$ cat src/rtl/fp_issue_scoreboard.sv
// Issue controller and scoreboard for a single non-pipelined multi-cycle FPU: one op in flight, structural/RAW stalls, wb pulse.
// Optional macro FP_WB_BYPASS_EN: releases RAW stall in WB and exposes fpu_bypass_fs/fpu_bypass_ft.
module fp_issue_scoreboard #(
  parameter int REG_W   = 5,
  parameter int ADD_LAT = 3,
  parameter int MUL_LAT = 4,
  parameter int DIV_LAT = 10,
  parameter int CNT_W   = 4
) (
  input  logic             clk,
  input  logic             reset,
  input  logic             id_fp_valid,
  input  logic [1:0]       id_fp_op,
  input  logic [REG_W-1:0] id_fs,
  input  logic [REG_W-1:0] id_ft,
  input  logic             id_rd_fs_en,
  input  logic             id_rd_ft_en,
  input  logic [REG_W-1:0] id_fd,
  output logic             PC_Write,
  output logic             IF_ID_Write,
  output logic             control_mux_select,
  output logic             fpu_start,
  output logic [1:0]       fpu_op_q,
  output logic [REG_W-1:0] fpu_fd_q,
  output logic             fpu_busy,
  output logic             fpu_wb_en,
  output logic [REG_W-1:0] fpu_wb_reg
`ifdef FP_WB_BYPASS_EN
  ,
  output logic             fpu_bypass_fs,
  output logic             fpu_bypass_ft
`endif
);

  typedef enum logic [1:0] {IDLE, EXEC, WB} state_t;

  state_t           state;
  logic [CNT_W-1:0] cnt;
  logic [CNT_W-1:0] lat_m1;
  logic             fs_hit, ft_hit;
  logic             stall_struct, stall_raw, stall, accept;

  assign fs_hit = id_rd_fs_en && (id_fs == fpu_fd_q);
  assign ft_hit = id_rd_ft_en && (id_ft == fpu_fd_q);

  assign stall_struct = id_fp_valid && (state == EXEC);
`ifdef FP_WB_BYPASS_EN
  // In WB the result is forwarded into ID, so only EXEC needs to hold a dependent.
  assign stall_raw     = (state == EXEC) && (fs_hit || ft_hit);
  assign fpu_bypass_fs = (state == WB) && fs_hit;
  assign fpu_bypass_ft = (state == WB) && ft_hit;
`else
  assign stall_raw = (state != IDLE) && (fs_hit || ft_hit);
`endif
  assign stall  = stall_struct || stall_raw;
  assign accept = id_fp_valid && !stall;

  assign PC_Write           = !stall;
  assign IF_ID_Write        = !stall;
  assign control_mux_select = stall;
  assign fpu_busy           = (state != IDLE);
  assign fpu_wb_en          = (state == WB);
  assign fpu_wb_reg         = fpu_fd_q;

  always_comb begin
    lat_m1 = CNT_W'(ADD_LAT - 1);
    case (id_fp_op)
      2'b10:   lat_m1 = CNT_W'(MUL_LAT - 1);
      2'b11:   lat_m1 = CNT_W'(DIV_LAT - 1);
      default: lat_m1 = CNT_W'(ADD_LAT - 1);
    endcase
  end

  always_ff @(posedge clk or posedge reset) begin
    if (reset) begin
      state     <= IDLE;
      cnt       <= '0;
      fpu_op_q  <= '0;
      fpu_fd_q  <= '0;
      fpu_start <= 1'b0;
    end else begin
      fpu_start <= accept;
      case (state)
        EXEC: begin
          if (cnt != '0) cnt <= cnt - 1'b1;
          else           state <= WB;
        end
        default: begin
          // IDLE and WB both accept; WB retires the old op on the same edge.
          if (accept) begin
            state    <= EXEC;
            cnt      <= lat_m1;
            fpu_op_q <= id_fp_op;
            fpu_fd_q <= id_fd;
          end else begin
            state <= IDLE;
          end
        end
      endcase
    end
  end

endmodule

$ cat config.mk
export PLATFORM = sky130hd
export DESIGN_NAME = fp_issue_scoreboard
export DESIGN_NICKNAME = d
export VERILOG_FILES = /design/src/rtl/fp_issue_scoreboard.sv
export SDC_FILE = /design/constraint.sdc
export NUM_CORES = 1
export LEC_CHECK = 0
export CAP_MARGIN = 20
export CORE_MARGIN = 3
export CORE_UTILIZATION = 44
export CTS_BUF_LIST = sky130_fd_sc_hd__clkbuf_8 sky130_fd_sc_hd__clkbuf_16
export DETAILED_ROUTE_END_ITERATION = 6
export PLACE_DENSITY = 0.86
export REMOVE_ABC_BUFFERS = 1
export SYNTH_ARGS = -nofsm -noshare
export SYNTH_HDL_FRONTEND = slang
export SYNTH_SLANG_ARGS = --single-unit
$ cat constraint.sdc
create_clock -name clk -period 4.5 [get_ports clk]
set_input_delay 0.9 -clock clk [delete_from_list [all_inputs] [get_ports clk]]
set_output_delay 0.9 -clock clk [all_outputs]
set_load 0.005 [all_outputs]
Word-level counts from Yosys, hierarchy flattened
Index checks and enable logic that the tools add are counted.

Divide/modulo/power cells: 0. Equal/unequal tests: 8. Add/subtract/negate cells: 1. $lt $le $gt $ge: 0. Bitwise gates (word level): 1. Reduce and logical (&&, ||, !) cells: 13. Multiply operators: 0. Shift-type cells: 0. Muxes and demuxes: 7.

Operators with widths (number): two-way mux 4 bit (3); equality test 5 bit (2); one-hot mux 4 bit (2 select lines) (1); equality test 2 bit, second input constant (3); logical AND 1 bit (5); two-way mux 2 bit (2); AND reduction 2 bit (2); nonzero test 2 bit (2); nonzero test 4 bit (1); subtractor 4 x 1 -> 4 bit, second input constant (1); equality test 2 x 1 -> 1 bit, second input constant (1); logical OR 1 bit (2); != test 2 x 1 -> 1 bit, second input constant (1); != test 2 bit, second input constant (1); logical NOT 1 bit (1); two-way mux 1 bit (1); NOT 1 bit (1).

Input bits: 22. Memory bits (writable): 0. Register bits after elaboration: 14. Memories: 0. Word-level logic and storage cells: 35. Bits in latches: 0. Memory bits (read-only): 0.

Longest topological paths before layout
Word-level depth: 9. Mapped depth: 6. Depth with buffers taken out: 6.

Worst setup path after synthesis
OpenSTA, ideal clock, no wires.

Path kind: input to output. Start point: input id_fs[4]. End point: output PC_Write. Stages on the path: 5. Setup slack: 1891 ps. Arrival time: 1709 ps. Buffers on the path: 1. Path through: xnor2_1 -> nand4_1 -> o22ai_1 -> o21ai_0 -> buf_4.

Word-level cells in the longest chain between the ends: 6.

RTL lines: start, declared (RTL line 14) `input logic [REG_W-1:0] id_fs,`; equality test 5 bit (RTL line 43) `assign fs_hit = id_rd_fs_en && (id_fs == fpu_fd_q);`; logical AND 1 bit (RTL line 43); logical OR 1 bit (RTL line 53) `assign stall_raw = (state != IDLE) && (fs_hit || ft_hit);`; logical AND 1 bit (RTL line 53); logical OR 1 bit (RTL line 55) `assign stall = stall_struct || stall_raw;`; logical NOT 1 bit; end, declared (RTL line 19) `output logic PC_Write,`.

Every way passes these cells.

Worst setup path in the final report
Start point: input id_fs[1]. End point: output control_mux_select.

Word-level cells in the longest chain between the ends: 5.

RTL lines: equality test 5 bit (RTL line 43); logical AND 1 bit (RTL line 43); logical OR 1 bit (RTL line 53); logical AND 1 bit (RTL line 53); logical OR 1 bit (RTL line 55); end, declared (RTL line 21) `output logic control_mux_select,`.

Every way passes these cells.

==> metrics.yaml <==
status:
  status: "finished clean"
floorplanning:
  dieWidth_um: 50.6
  rows: 15
  die-height_um: 50.6
  num_io_pins: 40
  core_sq_mm: 0.00180
  start_util: 0.487
  die_area_sq_mm: 0.00256
finish:
  fin_cells: 147
  final_layout_size_suffix_gt1_frac: 0.115
  fin_nets: 147
  antenna_cells: 0
  design_area_sq_mm: 0.00130
  utilization: 0.721
  syn2layout_area_growth_pct: 48.1
power_and_ir_drop:
  power_density_mw_per_mm2: 651
  ir_worst_vdd_mv: 0.396
  p_leak_nw: 0.523
clock_network:
  holdBufCountCts: 0
  cts-root-buf: "clkbuf_8"
  post_cts.repair.setup_buffers: 0
  path_clk_slew_ns: 0.05
  ctsResizeCount: 0
  clk_latency_ns: 0.24
  cts.htree.levels: 1
  cts_buffer_depth: 2
  clock-sinks: 14
  cts_made_buffers: 3
  cts_tree: "done"
setup_path:
  worst_ep_required_time_ns: 3.60
  path_max_fanout: 3
  critical_path.endpoint_type: "output pin"
  r2r-start: "fpu_fd_q[0]$_DFFE_PP0P_"
  crit_arrival_ns: 2.62
  crit_type: "in2out"
  crit_start: "id_fs[1]"
  cp-start-kind: "input port"
synthesis:
  async_flop_share: 1.00
  yosys_warnings: 0
  synth_area_leaders: "dfrtp_1, xnor2_1, mux2_2, buf_4, inv_1"
  synth_area_leader_cell: "dfrtp_1"
  yosysSeqAreaShare: 0.399
  yosysUniqueCellTypes: 31
  ys.flop_type: "dfrtp_1"
  syn_inst: 87
  ys_ff_latch: 14
  synth-edff-count: 0
  syn_area_sq_um: 877
  post_synth.cell_area_avg_sq_um: 10.1
  synth_top_area_share: 0.399
  synth.most_common_cell: "dfrtp_1"
  synth_common_cells: "dfrtp_1, xnor2_1, inv_1, mux2_2"
placement:
  io_buffer_count: 39
  hpwl_um: 1680
  gp_congestion: 0.747
  placed_cell_area_sq_mm: 0.00124
  dp_cells: 143
timing:
  rsz0062_at_grt: "no"
  setup_violations: 0
  worst_slew_pin_slew_ns: 0.507
  final_max_slew_viol_count: 0
  final-hold-violation-count: 0
  worst_hold_slack_ns: 0.508
  skew_ns: 0.00295
  fmax_mhz: 284
  finalSetupTns_ns: 0
  min_period_ns: 3.52
  min_period_over_period: 0.781
  relSlewSlack: 0.662
drt:
  drtIter0Drc: 9
  wl_per_cell_um: 13.9
  drtAntennaViolNets: 0
  viasPerCell: 5.22
  first_pass_iters: 2
  via_count: 768
  drt_wl_total_um: 2050
  drc_errors: 0
global_routing:
  grt_pass1_vias: 809
  grt_max_degree: 15
  overflow: 0
  antenna_found_initial: 0
  grt_pass1_wl_um: 3500
  grt_util_all_layers: 0.179
flow_run:
  max_cap_viol_count: 0
hold_path:
  min_path_type: "reg2reg"
  hold_start: "fpu_op_q[0]$_DFFE_PP0P_"
==> cell type report <==
cell class | instances | area (sq um)
fill | 136 | 503
multi-input combinational | 58 | 445
timing repair buffer | 39 | 390
sequential | 14 | 350
clock buffer | 4 | 55.1
tap | 25 | 31.3
inverter | 7 | 26.3
==> routing by layer <==
metal	routed length, um	up-vias	part of all wire	GRT usage
met4	32	0	0.016	0.0762
met3	110	4	0.054	0.0415
met2	1010	28	0.49	0.320
met1	892	364	0.44	0.201
met5	0	-	0	0
li1	-	372	-	-
==> worst paths after layout <==
path,to,slack (ns),depth (start not counted)
worst max-delay path,control_mux_select,0.98,7
worst min-delay path,fpu_op_q[0]$_DFFE_PP0P_,0.51,1
worst max register to register,fpu_fd_q[0]$_DFFE_PP0P_,2.71,5
worst min register to register,fpu_op_q[0]$_DFFE_PP0P_,0.51,1
max in group asynchronous,state[0]$_DFFE_PP0P_,3.17,2
min in group asynchronous,fpu_fd_q[2]$_DFFE_PP0P_,0.99,2
==> registers in the layout (all words and copies together) (netlist names) <==
signal	flops
cnt	4
fpu_op_q	2
fpu_fd_q	5
state	2
fpu_start	1
==> report_power, final <==
group / leakage [nW] / switching, mW / internal (mW)
Sequential: 0.168 / 0.0744 / 0.189
Combinational: 0.327 / 0.179 / 0.286
Clock: 0.0288 / 0.0397 / 0.0773
==> worst max-delay path, cell delays in order <==
cell,delay [ns]
clkdlybuf4s50_1,0.48
xnor2_1,0.12
nand4_1,0.19
o22ai_1,0.19
o21ai_0,0.16
inv_1,0.08
clkdlybuf4s50_1,0.49
==> placed cells by master, fill, tap and decap left out, types with 4 or more instances in the layout <==
| master | synthesis | routed |
|---|---|---|
| nand2_1 | 6 | 6 |
| xnor2_1 | 11 | 11 |
| clkbuf_8 | 0 | 4 |
| inv_1 | 7 | 7 |
| mux2_2 | 7 | 7 |
| dfrtp_1 | 14 | 14 |
| nor2_1 | 6 | 6 |
| clkdlybuf4s50_1 | 0 | 39 |
==> through the flow <==
step | total power [mW] | setup slack [ns]
after floorplan | 0.504 | 1.91
after global placement | 0.715 | 1.04
after detailed placement | 0.734 | 0.978
after CTS | 0.855 | 0.973
after global routing | 0.917 | 0.848
final | 0.845 | 0.983
==> cells by family after synthesis <==
logic type               after synthesis  share of synthesized area
AO/OA/AOI/OAI                         17                      0.165
flip-flops                            14                      0.399
multiplexers                           7                     0.0899
adder cells (fa/ha/maj)                2                     0.0285
AND/OR/NAND/NOR                       21                      0.114
XOR/XNOR                              11                      0.110
buffers and inverters                 15                     0.0927
Power figures use the tool's default switching activity.
